--- src/rtl/instr_dispatcher.sv ---
// rtl/instr_dispatcher.sv - sequences a stored 14-bit program onto a simple processor's Run/Done command handshake
module instr_dispatcher #(
    parameter int n       = 8,
    parameter int DEPTH   = 16,
    parameter int TIMEOUT = 15
) (
    input  logic         clk,
    input  logic         reset,
    input  logic         prog_we,
    input  logic [3:0]   prog_addr,
    input  logic [13:0]  prog_data,
    input  logic [4:0]   prog_len,
    input  logic         start,
    input  logic         Done,
    input  logic [n-1:0] BusWires,
    output logic         Run,
    output logic [1:0]   Fun,
    output logic [1:0]   Rx,
    output logic [1:0]   Ry,
    output logic [n-1:0] Data,
    output logic         busy,
    output logic         finished,
    output logic         error,
    output logic [3:0]   pc,
    output logic [n-1:0] result
);

    localparam int WCW = $clog2(TIMEOUT + 1);

    typedef enum logic [2:0] {
        IDLE  = 3'd0,
        ISSUE = 3'd1,
        WAIT  = 3'd2,
        FIN   = 3'd3,
        ERR   = 3'd4
    } state_t;

    state_t         r_state;
    state_t         w_state_next;
    logic [13:0]    r_mem [DEPTH];
    logic [3:0]     r_pc;
    logic [3:0]     w_pc_next;
    logic [4:0]     r_len;
    logic [4:0]     w_len_next;
    logic [WCW-1:0] r_wcnt;
    logic [WCW-1:0] w_wcnt_next;
    logic [WCW-1:0] w_wcnt_inc;
    logic [n-1:0]   r_result;
    logic [n-1:0]   w_result_next;
    logic           w_quiet;
    logic [13:0]    w_ins;

    logic           r_run;
    logic [1:0]     r_fun;
    logic [1:0]     r_rx;
    logic [1:0]     r_ry;
    logic [n-1:0]   r_data;
    logic           r_busy;
    logic           r_finished;
    logic           r_error;

    // Program writes are only accepted while no program is executing.
    assign w_quiet    = (r_state == IDLE) || (r_state == FIN) || (r_state == ERR);
    assign w_wcnt_inc = r_wcnt + WCW'(1);
    // The instruction presented on the command bus is the one the next pc points at.
    assign w_ins      = r_mem[w_pc_next];

    // Program memory: written when idle, deliberately untouched by reset.
    always_ff @(posedge clk) begin
        if (!reset && prog_we && w_quiet) begin
            r_mem[prog_addr] <= prog_data;
        end
    end

    // Next-state logic: start handling, issue/wait handshake, timeout.
    always_comb begin
        w_state_next  = r_state;
        w_pc_next     = r_pc;
        w_len_next    = r_len;
        w_wcnt_next   = r_wcnt;
        w_result_next = r_result;
        case (r_state)
            IDLE, FIN, ERR: begin
                if (start) begin
                    w_pc_next    = 4'd0;
                    w_len_next   = prog_len;
                    w_wcnt_next  = '0;
                    w_state_next = (prog_len == 5'd0) ? FIN : ISSUE;
                end
            end
            ISSUE: begin
                // A Done still high from the previous command is stale here.
                w_wcnt_next  = '0;
                w_state_next = WAIT;
            end
            WAIT: begin
                if (Done) begin
                    w_result_next = BusWires;
                    if ({1'b0, r_pc} == (r_len - 5'd1)) begin
                        w_state_next = FIN;
                    end else begin
                        w_pc_next    = r_pc + 4'd1;
                        w_state_next = ISSUE;
                    end
                end else begin
                    w_wcnt_next = w_wcnt_inc;
                    if (w_wcnt_inc == WCW'(TIMEOUT)) begin
                        w_state_next = ERR;
                    end
                end
            end
            default: begin
                w_state_next = IDLE;
            end
        endcase
    end

    // State and registered outputs, all derived from the next state so they line up with it.
    always_ff @(posedge clk) begin
        if (reset) begin
            r_state    <= IDLE;
            r_pc       <= 4'd0;
            r_len      <= 5'd0;
            r_wcnt     <= '0;
            r_result   <= '0;
            r_run      <= 1'b0;
            r_fun      <= 2'd0;
            r_rx       <= 2'd0;
            r_ry       <= 2'd0;
            r_data     <= '0;
            r_busy     <= 1'b0;
            r_finished <= 1'b0;
            r_error    <= 1'b0;
        end else begin
            r_state    <= w_state_next;
            r_pc       <= w_pc_next;
            r_len      <= w_len_next;
            r_wcnt     <= w_wcnt_next;
            r_result   <= w_result_next;
            r_run      <= (w_state_next == ISSUE);
            r_busy     <= (w_state_next == ISSUE) || (w_state_next == WAIT);
            r_finished <= (w_state_next == FIN);
            r_error    <= (w_state_next == ERR);
            if (w_state_next == ISSUE) begin
                r_fun  <= w_ins[13:12];
                r_rx   <= w_ins[11:10];
                r_ry   <= w_ins[9:8];
                r_data <= n'(w_ins[7:0]);
            end else if (w_state_next != WAIT) begin
                r_fun  <= 2'd0;
                r_rx   <= 2'd0;
                r_ry   <= 2'd0;
                r_data <= '0;
            end
        end
    end

    assign Run      = r_run;
    assign Fun      = r_fun;
    assign Rx       = r_rx;
    assign Ry       = r_ry;
    assign Data     = r_data;
    assign busy     = r_busy;
    assign finished = r_finished;
    assign error    = r_error;
    assign pc       = r_pc;
    assign result   = r_result;

endmodule

--- config.mk ---
export PLATFORM = sky130hd
export DESIGN_NAME = instr_dispatcher
export DESIGN_NICKNAME = d
export VERILOG_FILES = /design/src/rtl/instr_dispatcher.sv
export SDC_FILE = /design/constraint.sdc
export NUM_CORES = 1
export LEC_CHECK = 0
export CORE_ASPECT_RATIO = 0.6
export CORE_MARGIN = 5
export CORE_UTILIZATION = 55
export CTS_BUF_LIST = sky130_fd_sc_hd__clkbuf_8
export DETAILED_ROUTE_END_ITERATION = 8
export PLACE_DENSITY = 0.75
export RECOVER_POWER = 100
export SLEW_MARGIN = 20
export SYNTH_ARGS = -nofsm -noshare
export SYNTH_HDL_FRONTEND = slang
export SYNTH_SLANG_ARGS = --single-unit
--- constraint.sdc ---
create_clock -name clk -period 3.6 [get_ports clk]
set_input_delay 0.54 -clock clk [delete_from_list [all_inputs] [get_ports clk]]
set_output_delay 0.54 -clock clk [all_outputs]
set_load 0.005 [all_outputs]
# After elaboration in Yosys (flattened, before gate mapping)
# Memory sizes are Yosys's and may differ from the RTL's.
# Cells that the tools add are included.
# word_totals
regBits	42
mem_bits_rw	224
input_bits	36
output_inout_bits	30
word_cells	65
n_memories	1
# classes
n_addsub	3
eq_ne	13
muxes	21
reduce_logical	14
# mem_list
name	depth	word_bits	rd	rd_ports_with_merged_regs	wr	line_no	source
r_mem	16	14	1	0	1	40	logic [13:0] r_mem [DEPTH];
# op_table
cell	count
$mux 4	5
$mux 8	2
$eq 3x2->1 const B	4
$mux 2	6
$pmux 4 s3	1
$mux 3	3
$pmux 3 s3	1
$add 4x1->4 const B	2
$pmux 4 s2	1
$eq 3x1->1 const B	2
$eq 3x3->1 const B	2
$eq 4x5->1	1
$logic_not 5->1	1
$sub 5x1->5 const B	1
$eq 4x4->1 const B	1
$ne 2x2->1 const B	2
$reduce_and 2->1	2
$logic_not 3->1	1
$logic_or 1x1->1	3
$ne 3x2->1 const B	1
$reduce_and 3->1	1
$reduce_bool 3->1	1
$reduce_or 3->1	1
$logic_and 1x1->1	2
3 further kinds	4

# Longest topological paths before layout
# Gate-level depths: netlist of run 1.
# logic_depth
depth_word	8
ltp_mapped	13
ltp_nobuf	10

# Worst setup path after synthesis of run 1
# Ideal clock, no wire load.
# synth_path
path_kind	reg2reg
from	register r_len[0]
to	register r_data[0], in the netlist Data[0]
setup_time_ns	0.130
t_arrival_ns	3.055
required_time_ns	3.470
slack_ns	0.416
stages_incl_launch_ff	13
path_buffers	2
period_less_slack_ns	3.184
path_cell_list	dfxtp_1 inv_1 ha_1 o21ba_2 a221o_1 a2111oi_0 or3_1 a21bo_1 buf_6 buf_6 mux4_2 a22oi_1 nand4b_1
# synth_between
elab_chain_len	7
word_cells_on_any_way	13
classes_between	1 x add/sub; 3 x eq/ne; 7 x mux; 1 x reduce/logical; 1 x memory
# synth_rtl
element	line_no	source
start: declaration	43	logic [4:0] r_len;
start signal: assignment	137	r_len <= w_len_next;
$sub 5x1->5 (*)	99	if ({1'b0, r_pc} == (r_len - 5'd1)) begin
$eq 4x5->1 (*)	99	
$mux 4 or $mux 2 (tied branches)	99	
$mux 4 or $mux 3 (tied branches)	97	if (Done) begin
$pmux 4 s2 or $pmux 3 s3 (tied branches)	82	case (r_state)
$mem_v2 16x14 (tied with other cells)	--	
$mux 8 or $reduce_bool 2->1 (tied branches)	--	
end signal: assignment	148	r_data <= n'(w_ins[7:0]);
end: declaration	57	logic [n-1:0] r_data;
# Every way passes the cells marked *; elsewhere a longest branch is shown, timed or not.
# A chain may end at the register's enable or synchronous reset.

# Worst setup path in the final report of run 1
# layout_path
from	register r_len[0]
to	register r_data[2], in the netlist Data[2]
# The elaborated chain is that of the path after synthesis.

==> reports/metrics.yaml, run 1 <==
run_status: "finished clean"
rows: 39
drv_cap: 0
fin_skew_ps: 28.2
required_ps: 3980
synth-async-reset-ratio_pct: 0
hold_viol_final: 0
hold_class: "flip-flop to flip-flop"
cts_num_sinks: 266
die_area_mm2: 0.0221
cts_buffers: 38
drc: 0
antenna_found_initial: 0
grtUsageTotal_pct: 23.3
end_kind: "flip-flop"
power_per_cell_area_mw_per_mm2: 496
die_y_um: 117
fmax_ghz: 0.289
start_util_pct: 55.7
ys_seq_area_share_pct: 71.8
drive_above_1_share_pct: 17.0
fin_crit_ps: 3460
overflow: 0
ys_types: 51
grt_pass1_vias: 6310
setup_viol: 0
wirelength_um: 25500
syn_area_mm2: 0.0105
ys_ff_latch: 266
critPathMaxFanout: 19
dpl.hpwl_um: 15500
die_x_um: 189
irDropWorstVdd_mv: 0.338
leakage_uw: 0.00429
clk_pin_slew_ps: 60
yosys_warnings: 0
grt_start_max_net_pins: 36
area_delta_synth_final_pct: 17.8
slew_headroom_pct: 8.51
tightest_slew_ps: 1370
coreArea_mm2: 0.0189
dp_slack_ps: -27.9
grt_pass1_wl_um: 38200
syn_inst: 627
avgRoutedWirePerCell_um: 24.9
dr.pass1.iters: 5
setup_slack_ps: 137
cts_tree: "yes"
cts_buffer_depth: 3
final_antenna_net_count: 0
synth_edf_count: 224
critPathKind: "flip-flop to flip-flop"
fin_crit_sh_pct: 96.2
finalNetCount: 787
portBuffers: 65
rsz0062_at_grt: "no"
syn_area_per_cell_um2: 16.8
hold_slack_ps: 452
route.vias.total: 6317
drtIter0Drc: 768
cts-root-buf: "clkbuf_8"
htree_num_levels: 2
viasPerCell: 6.18
synth_nets: 667
cp.arrival_ps: 3850
finalInstanceArea_mm2: 0.0124
final_util_pct: 65.6
antenna_cells: 0
io_pins: 66
slew_viol_final: 0
clk_latency_ps: 520
synth-main-ff-cell: "edfxtp_1"
placed_cell_area_mm2: 0.0118
gp_congestion: 0.898
fillers: 1288
start_kind: "flip-flop"
## flip-flops by register name, summed over array words and instances, names as in the netlist
signal,cells
r_mem,224
Data,8
result,8
r_len,5
pc,4
r_wcnt,4
r_state,3
Fun,2
Rx,2
Ry,2
Run,1
busy,1
error,1
finished,1
## stage by stage
stage | total power, uW | TNS, ps | instances
after CTS | 6210 | 0 | 1021
after global routing | 6390 | 0 | 1022
final | 6160 | 0 | 1022
after floorplan | 3710 | 0 | 627
after global placement | 3910 | 0 | 952
after detailed placement | 3930 | -27.9 | 952
## final timing paths
kind	start	slack, ps	cells after the start	end
max	r_len[0]	140	12	Data[2]
min reg2reg	result[6]	450	2	result[6]
max reg2reg	r_len[0]	140	12	Data[2]
min	result[6]	450	2	result[6]
## logic make-up after synthesis
family                   after synthesis  share of synthesized area [%]
XOR/XNOR                               5                          0.415
buffers and inverters                 36                           1.80
flip-flops                           266                           71.8
AND/OR/NAND/NOR                      165                           7.97
AO/OA/AOI/OAI                         93                           6.61
adder cells (fa/ha/maj)                4                          0.475
multiplexers                          58                           11.0
## cells in the mapped netlist (8+ instances only)
cell,n,share of area (%)
o211a_1,14,1.3
mux4_1,8,2.0
a22oi_1,16,1.1
buf_2,8,0.38
edfxtp_1,224,64
a211o_1,16,1.3
dfxtp_1,42,8.0
o21ai_0,11,0.52
nand2_1,60,2.1
nor2_1,31,1.1
clkbuf_1,15,0.53
nand4b_1,16,1.3
a21oi_1,22,1.0
nor3_1,11,0.52
mux2_2,15,1.6
and3_1,16,0.95
mux4_2,34,7.3
## cell type report
type                    count  area, um2  area share, %
clock buffers              41        564           4.54
clock inverters            28        166           1.34
inverters                   6       22.5          0.181
multi-input cells         325       2830           22.8
flip-flops and latches    266       7570           60.9
well taps                 246        308           2.48
repair buffers            110        960           7.72
## power by group
group          switching [uW]  internal [uW]  leakage [uW]
logic                     241            195       0.00151
registers                33.1           3380       0.00236
clock network            1110           1200      0.000424
## per-layer routing
metal / vias up / part of all wire, % / global-route usage [%]
met5: - / 0 / 0
met4: 0 / 1.5 / 5.68
met3: 36 / 9.2 / 4.68
met2: 312 / 45 / 36.0
met1: 3218 / 45 / 34.9
li1: 2751 / - / -
## layout by cell type (no fill, tap or decap), drive strengths merged, types with 3 or more instances in the layout
| master | instances |
|---|---|
| nand3 | 4 |
| nor2b | 4 |
| inv | 20 |
| nor3 | 11 |
| dlygate4sd3 | 45 |
| nand2b | 7 |
| o211a | 14 |
| o21ai | 11 |
| mux2 | 15 |
| a211o | 16 |
| dfxtp | 42 |
| nand4b | 16 |
| a22oi | 16 |
| buf | 20 |
| nor2 | 31 |
| xnor2 | 3 |
| nor3b | 3 |
| mux4 | 42 |
| clkdlybuf4s50 | 20 |
| and3 | 16 |
| clkbuf | 66 |
| clkinv | 11 |
| ha | 4 |
| nand2 | 60 |
| a21oi | 22 |
| edfxtp | 224 |
## worst max-delay path: stages, from the launching register on
cell and delay [ps]:
dfxtp_2 360, inv_1 70, ha_1 250, o21ba_2 230, a221o_1 390, a2111oi_2 370
buf_4 170, or3_1 150, a21bo_4 220, buf_12 200, mux4_1 620, a22oi_2 180
nand4b_1 120
## what timing repair did
| item | 4_1_cts | 5_1_grt |
|---|---|---|
| buffers inserted | 0 | 1 |
| setup endpoints to repair | 1 | 10 |
| resized for setup | 2 | 2 |
| gates cloned | 0 | 0 |
| hold buffers | 0 | 0 |
| pin swaps | 0 | 1 |
Power figures use the tool's default switching activity.
==> run 2, diff against run 1 <==
Settings changed: SLEW_MARGIN 20 to 15.
==> results of run 2 <==
No change in the layout: final DEF, timing and power equal those of run 1.
==> run 3, diff against run 2 <==
Settings changed: ABC_AREA set to 1, SLEW_MARGIN 15 to unset.
==> reports/metrics.yaml, run 3 <==
min_from: "Ry[0]"
grt_start_max_net_pins: 77
die_area_mm2: 0.0231
synth_top_cells_by_count: "nand3_1 (316), edfxtp_1 (224), nand2_1 (194)"
synth_edf_count: 224
syn_inst: 995
ys_top_cells_by_area: "edfxtp_1 (61%), nand3_1 (14%), dfxtp_1 (7.6%)"
slowest_delay_ps: 530
coreArea_mm2: 0.0199
required_ps: 4060
cts_num_sinks: 266
tightest_slew_ps: 1300
cp_cell_sequence: "inv_1 -> nand2_1 -> nor2_1 -> inv_1 -> nor2_4 -> inv_1 -> nand3_1 -> inv_1 -> nor2_1 -> inv_1 -> nor2_4 -> nand3_1 -> nand2_1"
largest_reg_flops: 224
fillers: 1551
post_cts_buffers: 0
synth-main-ff-cell: "edfxtp_1"
syn_area_mm2: 0.0110
fmax_ghz: 0.317
critPathSlowestCell: "nor2_4"
viasPerCell: 6.00
irDropWorstVdd_mv: 0.396
slew_viol_final: 0
largest_register: "r_mem"
yosysTopAreaCellShare_pct: 61.0
route.vias.total: 8316
crit_family: "simple AND/OR/NAND/NOR gates"
gp_congestion: 0.900
drc: 0
worstHoldPathCells: 2
yosys_warnings: 0
ys_types: 31
multi_input_area_mm2: 0.00294
grt_pass1_vias: 7869
drive_above_1_share_pct: 7.19
dp_slack_ps: 595
io_pins: 66
synth-async-reset-ratio_pct: 0
avgRoutedWirePerCell_um: 21.5
reg2reg_to: "Data[2]"
setup_viol: 0
final_antenna_net_count: 0
end_kind: "flip-flop"
critical_path_buf_inv_count: 5
portBuffers: 65
r2r_start: "r_state[2]"
htree_num_levels: 2
start_util_pct: 55.5
critPathKind: "flip-flop to flip-flop"
ys_seq_area_share_pct: 68.6
ys_ff_latch: 266
holdPathEnd: "Ry[0]"
seq_area_mm2: 0.00757
dr.pass1.iters: 6
cts-root-buf: "clkbuf_8"
mostFrequentLayoutCells: "nand3_1 (317), edfxtp_1 (224), nand2_1 (196)"
die_x_um: 193
area_delta_synth_final_pct: 15.5
wirelength_um: 29800
cts-hold-fix-buffers: 0
synth_top_cell_by_area: "edfxtp_1"
finalNetCount: 1125
ctsResizeCount: 0
fin_crit_sh_pct: 87.7
drv_cap: 0
fin_crit_ps: 3160
fin_setup_tns_ps: 0
power_per_cell_area_mw_per_mm2: 516
dpl.hpwl_um: 18600
syn_area_per_cell_um2: 11.1
hold_viol_final: 0
drtIter0Drc: 1199
cts_buffers: 38
overflow: 0
rows: 40
cts_buffer_depth: 3
fin_skew_ps: 17.5
clk_pin_slew_ps: 60
cp.arrival_ps: 3620
start_kind: "flip-flop"
grt_pass1_wl_um: 45900
hold_class: "flip-flop to flip-flop"
yosysMostFrequentCell: "nand3_1"
mostFrequentLayoutCell: "nand3_1"
cts_tree: "yes"
critPathMaxFanout: 16
slew_headroom_pct: 13.1
antenna_found_initial: 0
r2r_slack_ps: 440
leakage_uw: 0.00477
run_status: "finished clean"
synth_nets: 1035
grtUsageTotal_pct: 26.0
clk_latency_ps: 530
rsz0062_at_grt: "no"
cp_common_cell: "inv_1"
antenna_cells: 0
setup_slack_ps: 444
die_y_um: 120
worstRegToRegCells: 13
run 3: changes by cell type after synthesis, sizes merged, moves of 23 or more:
cell	delta
buf	+23
nand3	+314
nand2	+141
nor2	+29
inv	+41
mux4	-42
run 3: worst max path at each step:
stage / from / to / slack, ps / cells after the start
floorplan: reset / r_mem[0][0] / 1330 / 6
global placement: Done / Data[2] / 700 / 12
detailed placement: r_len[0] / Data[6] / 600 / 19
CTS: r_len[0] / Data[6] / 590 / 19
global route: r_len[0] / Data[6] / 170 / 19
finish: r_state[2] / Data[2] / 440 / 13
run 3: kinds of logic (layout without fill, tap and decap cells):
kind of cell	count (synthesis)	in the layout	share of synthesized area, %
and+or+nand+nor	589	589	24.5
DFF	266	266	68.6
buffers and inverters	105	223	4.72
AOI/OAI and AO/OA	29	29	1.54
xor gates and xnor gates	2	2	0.159
adders and majority gates	4	4	0.454
run 3: final cells by class:
class	instances	share of cell area, %
clock inverter	23	1.36
tap	273	2.68
clock buffer	45	4.86
inverter	47	1.38
multi-input combinational	624	23.0
sequential	266	59.4
timing repair buffer	108	7.28
run 3: power breakdown:
part	internal (uW)	total, uW	switching, uW
Clock	1350	2490	1140
Combinational	216	637	420
Sequential	3400	3440	42.1
Total	4970	6570	1600
run 3: worst min-delay path, delay by kind of cell, from the launching register on:
| family | cells | cell delay [ps] |
|---|---|---|
| AND/OR/NAND/NOR | 2 | 100 |
| flip-flops | 1 | 310 |
run 3: layer usage:
metal | track usage [%] | routed length (um) | vias to the layer above
met5 | 0 | 0 | -
met3 | 8.55 | 4050 | 60
met2 | 34.6 | 12400 | 555
met1 | 41.0 | 12900 | 4002
met4 | 6.46 | 515 | 0
li1 | - | - | 3699
run 3: per-stage QoR:
stage	util [%]	hold slack, ps	instance area, um2	total power [uW]	cells
2_1_floorplan	-	445	11000	3890	995
3_3_place_gp	60.9	447	12100	4140	1318
3_5_place_dp	60.9	446	12100	4160	1318
4_1_cts	64.8	455	12900	6620	1386
5_1_grt	64.1	486	12700	6810	1386
6_report	64.1	453	12700	6570	1386
